File: src/rtl/conv_window_fetch.sv
// Window fetch stage: walks one receptive field per anchor pair,
// issues image/weight RAM reads and streams padded pixels to the conv unit.
module conv_window_fetch #(
    parameter int data_width    = 16,
    parameter int addr_width    = 16,
    parameter int input_channel = 2,
    parameter int image_length  = 4,
    parameter int image_width   = 4,
    parameter int weight_length = 3,
    parameter int weight_width  = 3,
    parameter int padding       = 0
) (
    input  logic                  clk,
    input  logic                  reset,
    input  logic                  cu_conv_en,
    input  logic [data_width-1:0] anchor_1D,
    input  logic [data_width-1:0] anchor_2D,
    input  logic                  cu_out_valid,
    output logic                  img_rd_en,
    output logic [addr_width-1:0] img_rd_addr,
    input  logic [data_width-1:0] img_rd_data,
    output logic                  w_rd_en,
    output logic [addr_width-1:0] w_rd_addr,
    output logic                  pix_valid,
    output logic [data_width-1:0] pix_data,
    output logic                  pix_first,
    output logic                  pix_last,
    output logic                  busy
);

    localparam int CW = input_channel > 1 ? $clog2(input_channel) : 1;
    localparam int RW = weight_width > 1 ? $clog2(weight_width) : 1;
    localparam int KW = weight_length > 1 ? $clog2(weight_length) : 1;

    localparam logic [CW-1:0] C_MAX = CW'(input_channel - 1);
    localparam logic [RW-1:0] R_MAX = RW'(weight_width - 1);
    localparam logic [KW-1:0] K_MAX = KW'(weight_length - 1);

    localparam logic [31:0] PAD    = 32'(padding);
    localparam logic [31:0] IL     = 32'(image_length);
    localparam logic [31:0] IW     = 32'(image_width);
    localparam logic [31:0] IMG_SZ = 32'(image_length * image_width);
    localparam logic [31:0] WL     = 32'(weight_length);
    localparam logic [31:0] W_SZ   = 32'(weight_length * weight_width);

    localparam logic [1:0] IDLE  = 2'd0;
    localparam logic [1:0] FETCH = 2'd1;
    localparam logic [1:0] DRAIN = 2'd2;
    localparam logic [1:0] WAIT  = 2'd3;

    logic [1:0]            state;
    logic [CW-1:0]         c;
    logic [RW-1:0]         r;
    logic [KW-1:0]         k;
    logic [data_width-1:0] ax;
    logic [data_width-1:0] ay;
    logic                  pv;
    logic                  pf;
    logic                  pl;
    logic                  pad_q;

    logic        fetch;
    logic        k_end;
    logic        r_end;
    logic        first_el;
    logic        last_el;
    logic        inb;
    logic [31:0] xo;
    logic [31:0] yo;

    always_comb begin
        fetch    = state == FETCH;
        k_end    = k == K_MAX;
        r_end    = r == R_MAX;
        first_el = c == '0 && r == '0 && k == '0;
        last_el  = c == C_MAX && r_end && k_end;
        // Offsets below the border wrap to huge values and fail the bound test
        xo       = 32'(ax) + 32'(k) - PAD;
        yo       = 32'(ay) + 32'(r) - PAD;
        inb      = xo < IL && yo < IW;

        img_rd_en   = fetch && inb;
        img_rd_addr = '0;
        if (img_rd_en)
            img_rd_addr = addr_width'(32'(c) * IMG_SZ + yo * IL + xo);

        w_rd_en   = fetch;
        w_rd_addr = '0;
        if (fetch)
            w_rd_addr = addr_width'(32'(c) * W_SZ + 32'(r) * WL + 32'(k));

        pix_valid = pv;
        pix_first = pf;
        pix_last  = pl;
        pix_data  = (pv && !pad_q) ? img_rd_data : '0;
        busy      = state != IDLE;
    end

    always_ff @(posedge clk) begin
        if (reset) begin
            state <= IDLE;
            c     <= '0;
            r     <= '0;
            k     <= '0;
            ax    <= '0;
            ay    <= '0;
            pv    <= 1'b0;
            pf    <= 1'b0;
            pl    <= 1'b0;
            pad_q <= 1'b0;
        end else begin
            pv    <= 1'b0;
            pf    <= 1'b0;
            pl    <= 1'b0;
            pad_q <= 1'b0;
            unique case (state)
                IDLE: begin
                    if (cu_conv_en) begin
                        ax    <= anchor_1D;
                        ay    <= anchor_2D;
                        c     <= '0;
                        r     <= '0;
                        k     <= '0;
                        state <= FETCH;
                    end
                end
                FETCH: begin
                    if (!cu_conv_en) begin
                        state <= IDLE;
                        c     <= '0;
                        r     <= '0;
                        k     <= '0;
                    end else begin
                        // Framing is delayed one cycle to line up with RAM data
                        pv    <= 1'b1;
                        pf    <= first_el;
                        pl    <= last_el;
                        pad_q <= !inb;
                        if (last_el) begin
                            c     <= '0;
                            r     <= '0;
                            k     <= '0;
                            state <= DRAIN;
                        end else if (!k_end) begin
                            k <= k + 1'b1;
                        end else begin
                            k <= '0;
                            if (!r_end) begin
                                r <= r + 1'b1;
                            end else begin
                                r <= '0;
                                c <= c + 1'b1;
                            end
                        end
                    end
                end
                DRAIN: begin
                    state <= cu_conv_en ? WAIT : IDLE;
                end
                WAIT: begin
                    if (!cu_conv_en || cu_out_valid)
                        state <= IDLE;
                end
                default: state <= IDLE;
            endcase
        end
    end

endmodule

File: config.mk
export PLATFORM = sky130hd
export DESIGN_NAME = conv_window_fetch
export DESIGN_NICKNAME = d
export VERILOG_FILES = /design/src/rtl/conv_window_fetch.sv
export SDC_FILE = /design/constraint.sdc
export NUM_CORES = 1
export LEC_CHECK = 0
export ABC_AREA = 0
export BUFFER_PORTS_ARGS = -buffer_cell sky130_fd_sc_hd__buf_4
export CORE_MARGIN = 8
export CORE_UTILIZATION = 50
export CTS_CLUSTER_DIAMETER = 120
export DETAILED_ROUTE_END_ITERATION = 10
export PLACE_DENSITY = 0.79
export SKIP_LAST_GASP = 1
export SLEW_MARGIN = 20
export SYNTH_ARGS = -nofsm -noshare
export SYNTH_HDL_FRONTEND = slang
export SYNTH_SLANG_ARGS = --single-unit
File: constraint.sdc
create_clock -name clk -period 5 [get_ports clk]
set_input_delay 1 -clock clk [delete_from_list [all_inputs] [get_ports clk]]
set_output_delay 1 -clock clk [all_outputs]
set_load 0.05 [all_outputs]
==> summary.txt, run 1 <==
Run status
  – Status: complete, no violations

Placement
  – Hpwl dp: between 8000 and 9000 um
  – GP Congestion: 0.8850
  – IO Port Bufs: 94

STA
  – Least-Margin Pin Slew: approximately 0.75 ns
  – Period utilization: 96.38%
  – Crit path time final: 4.819 ns
  – Setup TNS: 0 ns
  – Final hold slack: approximately 0.47 ns
  – Max-slew violation count: 0
  – Fmax: slightly above 200 MHz
  – Worst Clk Skew: 0.006498 ns
  – Final Hold Viols: 0
  – Setup violators final: 0
  – Slew margin rel.: between 50 and 60%

GRT
  – Largest net degree at the start of global routing: 39
  – Overall routing resource usage: 17.80%
  – Initial antenna violation count: 0
  – Vias in the first global route: 3544
  – First-pass GRT wire length: approximately 17000 um
  – Remaining Overflow, GRT: 0

Clocking
  – Worst-Skew Late Latency: 0.30 ns
  – Clock-pin slew on the worst setup and hold paths: 0.08 ns
  – Longest Clk Path Bufs: 2
  – CTS root buf: clkbuf_8
  – Count of hold buffers inserted by post-cts repair: 0
  – CTS Buf Count: 5
  – CTS tree: done
  – H-tree Lvls: 2
  – Clock sink total: 43

Drt
  – TritonRoute pass-1 iters: 4
  – DR top layer: met4
  – WL met3: 539 um
  – Post-DRT Antenna Nets: 0
  – Drt drc: 0
  – Via density: 5.310
  – Met2 routed WL: 5123 um
  – Post-Route WL: approximately 10000 um
  – Vias: 3664
  – Met1 Wirelength: 4394 um
  – DR WL/cell: 14.78 um
  – Initial DRC count: between 100 and 150

Final layout
  – Area of the multi-input gates: 0.002816 mm^2
  – Layout Nets: 682
  – # diodes: 0
  – Register area: 862.1 um^2
  – Share of post-route cells with drive strength above 1: 24.15%
  – Area growth from synthesis to layout: 21.47%
  – # fillers: around 700

Floorplanning
  – Core Region: ~0.0076 mm^2
  – Row cnt: 32
  – Die Area: 0.01093 mm^2
  – Chip Width: 104.6 um
  – Die extent in y: 104.6 um
  – Initial Util: 51.28%
  – Ports: 106

Power
  – VDD IR max: 0.1882 mV
  – Tot Pwr: 0.8802 mW
  – Clock share of power: between 30% and 40%
  – Comb pwr share: 24.9%
  – Pleak: 2.171 nW
  – Pwr dens: between 150 and 200 mW/mm^2
  – Pint: 0.6001 mW
  – Sw frac: 31.83%
  – Sequential share of power: between 40% and 50%
  – Sw Pwr: 0.2802 mW

Synth
  – Most frequent cell after synthesis: nand2_1
  – Synth area leader: dfxtp_1
  – Largest cells by area after synthesis: dfxtp_1, ha_1, nand2_1
  – Mapped Cells: 514
  – Asr flop ratio synth: 0%
  – Mapped Avg Cell Area: roughly 7.6 um^2
  – Post-synth top area share: 21.95%
  – Post-synth cell types: 60
  – Synth Cell Area: 0.003921 mm^2
  – Synth cell count leaders: nand2_1, a21oi_1, dfxtp_1
  – Register area share after synthesis: 21.95%
  – Ys flop type: dfxtp_1
  – Post-synth EDFFs: 0
  – Yosys warnings: 0
  – Seq cells post-synth: 43

Worst setup path
  – Critical path class: reg -> out
  – Setup crit start kind: flip-flop
  – Worst EP arrival: 3.82 ns
  – WP data required: 4.00 ns
  – Worst R2R Setup Slack: around 1.8 ns
  – CP endpoint kind: output port
  – Crit-path max FO: 6

Job
  – Max-Cap Viols: 0

Hold path
  – Hold Crit Class: reg -> reg
## worst paths after layout
path / start / endpoint / cells after the start
worst max-delay path: k[0] / img_rd_addr[15] / 17
worst min-delay path: ax[0] / ax[0] / 2
worst max register to register: k[0] / pad_q / 10
worst min register to register: ax[0] / ax[0] / 2
## what timing repair did
| item | in CTS | in global routing |
|---|---|---|
| pin swaps | 3 | 4 |
| gates resized for setup | 4 | 11 |
| buffers inserted | 3 | 1 |
| setup endpoints to repair | 1 | 14 |
## registers in the layout (all words and copies together) (netlist names)
name	flops
k	2
pad_q	1
state	2
ax	16
pix_first	1
ay	16
r	2
pix_valid	1
c	1
pix_last	1
## layout by cell type (no fill, tap or decap), types with 9 or more instances in the layout
cell / synthesis / routed
and2_1: 22 / 22
nor3_1: 9 / 9
xor2_1: 16 / 16
a21oi_1: 44 / 42
nor4_1: 11 / 10
conb_1: 1 / 11
o21ai_0: 11 / 9
nand2_1: 84 / 84
dfxtp_1: 43 / 42
buf_4: 11 / 99
nand3_1: 11 / 11
ha_1: 37 / 37
inv_1: 23 / 23
xnor2_1: 27 / 26
nor2_1: 35 / 34
## cells by family after synthesis
| group | Yosys count | share of synthesized area [%] |
|---|---|---|
| other | 1 | 0.09563 |
| XOR/XNOR | 43 | 9.604 |
| adder cells (fa/ha/maj) | 43 | 14.87 |
| multiplexers | 5 | 1.308 |
| buffers and inverters | 68 | 8.679 |
| flip-flops | 43 | 21.95 |
| AND/OR/NAND/NOR | 225 | 29.42 |
| AO/OA/AOI/OAI | 86 | 14.07 |
## power groups by stage
| stage | Combinational (mW) | Sequential, mW | Clock, mW |
|---|---|---|---|
| 5_1_grt | 0.242 | 0.392 | 0.290 |
| 3_5_place_dp | 0.216 | 0.396 | 0 |
| 3_3_place_gp | 0.212 | 0.394 | 0 |
| 6_report | 0.219 | 0.388 | 0.273 |
| 2_1_floorplan | 0.176 | 0.378 | 0 |
| 4_1_cts | 0.218 | 0.388 | 0.277 |
## metal layers
metal	up-vias	GRT usage, %
li1	1888	-
met4	0	5.481
met5	-	0
met1	1682	21.41
met2	84	30.78
met3	10	3.993
## critical path, cell delays in order (launching register included)
cell	delay (ns)
dfxtp_2	0.36
ha_1	0.24
fa_2	0.36
buf_4	0.16
and4_1	0.23
nand2_1	0.09
xnor2_1	0.12
ha_1	0.26
ha_1	0.33
o21ai_1	0.11
a21oi_1	0.11
buf_4	0.14
buf_4	0.13
o41ai_2	0.29
a31oi_1	0.16
xnor2_1	0.16
nor2_2	0.08
buf_4	0.20
## cell type report
type                    count  area share [%]
well taps                 102           2.679
inverters                  24           1.891
repair buffers            100           15.84
flip-flops and latches     43           18.10
multi-input cells         413           59.13
clock buffers               5           1.445
clock inverters             3          0.9194
## through the flow
step	setup WS, ns	area (um^2)	std cells	utilization [%]
floorplan	0.006505	3965	524	-
global placement	0.2852	4568	678	59.73
detailed placement	0.1721	4568	678	59.73
CTS	0.01662	4718	689	61.70
global route	-0.04064	4763	690	62.29
finish	0.1809	4763	690	62.29
Power figures use the tool's default switching activity.
==> run 2: changes to the inputs <==
==> constraint.sdc (replaced) <==
create_clock -name clk -period 5.1 [get_ports clk]
set_input_delay 1.02 -clock clk [delete_from_list [all_inputs] [get_ports clk]]
set_output_delay 1.02 -clock clk [all_outputs]
set_load 0.05 [all_outputs]
==> run 2 against run 1 <==
  * Non-clock buffer count is 1 lower
  * Via count is 0.30% higher
  * Worst setup slack better by 0.0053 ns
  * Die area stayed put
  * Critical endpoint is now img_rd_addr[13]
==> summary.txt, run 2 (synthesis results as in run 1) <==
Worst setup path
  – CP max stage delay: 0.46 ns (+0.10 ns)
  – Crit-path cells: ha_1 > fa_2 > nand3_1 > xor2_2 > fa_1 > fa_2 > nor2b_1 > o21ai_0 > a21oi_2 > o21ai_1 > a21oi_2 > mux2_2 > a21oi_2 > buf_6
  – CP most frequent cell: a21oi_2
  – Setup crit start: k[0]
  – Worst EP arrival: 3.89 ns (+0.07 ns)
  – Bufs and invs on worst path: 1 (-3)
  – CP top delay family: adder cells
  – Critical path class: reg -> out
  – Reg-to-reg endpoint: pad_q
  – Worst R2R Setup Slack: 2.00 ns (+0.18 ns)
  – Crit-path max FO: 5 (-1)
  – WP data required: 4.08 ns (+0.08 ns)
  – CP endpoint kind: output port
  – Setup crit start kind: flip-flop
  – RR Startpoint: k[0]
  – Levels on crit path: 14 (-3)
  – CP Capture Point: img_rd_addr[13]
  – Register-to-Register Path Depth: 9 (-1)
  – Worst-path cell with the longest stage delay: fa_1

Run status
  – Status: complete, no violations

GRT
  – Vias in the first global route: 3515 (-0.82%)
  – Remaining Overflow, GRT: 0 (unchanged)
  – Largest net degree at the start of global routing: 39 (unchanged)
  – Overall routing resource usage: 17.96% (+0.15 points)
  – Initial antenna violation count: 0 (unchanged)
  – First-pass GRT wire length: 16970 um (+1.8%)

Clocking
  – Longest Clk Path Bufs: 2 (unchanged)
  – Worst-Skew Late Latency: 0.30 ns (about the same)
  – Clock-pin slew on the worst setup and hold paths: 0.08 ns (about the same)
  – CTS tree: done
  – H-tree Lvls: 2 (unchanged)
  – CTS root buf: clkbuf_8
  – CTS Buf Count: 5 (unchanged)
  – Clock sink total: 43 (unchanged)
  – Count of hold buffers inserted by post-cts repair: 0 (unchanged)

STA
  – Setup violators final: 0 (unchanged)
  – Final Hold Viols: 0 (unchanged)
  – Max-slew violation count: 0 (unchanged)
  – Setup TNS: 0 ns (unchanged)
  – Fmax: 203.5 MHz
  – Slew margin rel.: 52.00% (+1.9 points)
  – Least-Margin Pin Slew: 0.7185 ns (-0.02841 ns)
  – Unrepaired setup endpoints after global routing: yes
  – Worst Clk Skew: 0.005294 ns (-0.001204 ns)
  – Crit path time final: 4.914 ns
  – Period utilization: 96.35%

Drt
  – Drt drc: 0 (unchanged)
  – Post-DRT Antenna Nets: 0 (unchanged)
  – Post-Route WL: 9924 um (-2.7%)
  – Vias: 3675 (+0.30%)
  – Initial DRC count: 162 (+14%)
  – TritonRoute pass-1 iters: 4 (unchanged)
  – DR WL/cell: 14.40 um (-2.6%)
  – Via density: 5.334 (+0.45%)

Placement
  – Hpwl dp: 7981 um (-3.5%)
  – GP Congestion: 0.8598 (-2.8%)
  – Placed cell count: 678 (unchanged)
  – IO Port Bufs: 94 (unchanged)

Final layout
  – Area growth from synthesis to layout: 21.70%
  – Post-route insts no fill: 689 (-0.14%)
  – Share of post-route cells with drive strength above 1: 23.68% (-0.47 points)
  – Final Core Density: 62.40% (+0.11 points)
  – # diodes: 0 (unchanged)
  – Commonest non-fill, non-tap cells in the layout: buf_4, nand2_1, dfxtp_1
  – Commonest non-fill, non-tap cell in the layout: buf_4
  – Largest regs: ax x16, ay x16
  – Layout Nets: 681 (-0.15%)

Floorplanning
  – Die Area: 0.01093 mm^2 (unchanged)
  – Die extent in y: 104.6 um (unchanged)
  – Initial Util: 51.28% (unchanged)
  – Chip Width: 104.6 um (unchanged)
  – Core Region: 0.007647 mm^2 (unchanged)
  – Ports: 106 (unchanged)
  – Row cnt: 32 (unchanged)

Hold path
  – Hold Crit Class: reg -> reg
  – Hold path cells: 2 (unchanged)

Power
  – Tot Pwr: 0.9112 mW (+3.5%)
  – VDD IR max: 0.2363 mV (+26%)
  – Pwr dens: 190.9 mW/mm^2 (+3.3%)
  – Pleak: 2.160 nW (-0.54%)

Job
  – Max-Cap Viols: 0 (unchanged)
[run 2: power breakdown]
group	switching [mW]	internal, mW	total (mW)
registers	0.0291	0.352	0.381
clock network	0.120	0.195	0.316
logic	0.124	0.0914	0.215
[run 2: timing repair]
item                       in CTS  in global routing
pin swaps                       0                  4
setup buffers                   0                  3
setup endpoints to repair       1                  7
resized for setup               4                  8
[run 2: worst min-delay path by stage]
| stage | start | to | slack (ns) |
|---|---|---|---|
| 3_5_place_dp | ax[0] | ax[0] | 0.46 |
| 5_1_grt | ay[0] | ay[0] | 0.52 |
| 6_report | ay[0] | ay[0] | 0.48 |
| 3_3_place_gp | ay[0] | ay[0] | 0.45 |
| 4_1_cts | ax[0] | ax[0] | 0.49 |
| 2_1_floorplan | ax[0] | ax[0] | 0.44 |
[run 2: through the flow]
stage,instance area (um^2),worst slack [ns],hold slack [ns]
after detailed placement,4568,0.2096,0.4645
final,4772,0.1862,0.4832
after global routing,4772,-0.03958,0.5170
after global placement,4568,0.3280,0.4521
after CTS,4721,0.002739,0.4867
after floorplan,3965,0.08651,0.4400
[run 2: tightest hold or removal path: stages (launching register included)]
cell	delay, ns
dfxtp_1	0.32
nand2_1	0.06
a21oi_1	0.06
[run 2: final cells by class]
class                   count  area [um^2]
clock inverters             3        67.56
inverters                  24        90.09
clock buffers               5        68.82
flip-flops and latches     43        860.8
repair buffers             99        747.0
fillers                   691         2875
multi-input cells         413         2810
well taps                 102        127.6
[run 2: per-layer routing]
| metal | wire length (um) | GRT usage, % | vias to the layer above |
|---|---|---|---|
| met1 | 4375 | 23.30 | 1664 |
| met4 | 102 | 4.137 | 0 |
| met5 | 0 | 0 | - |
| met3 | 589 | 3.256 | 11 |
| li1 | - | - | 1879 |
| met2 | 4856 | 30.10 | 121 |
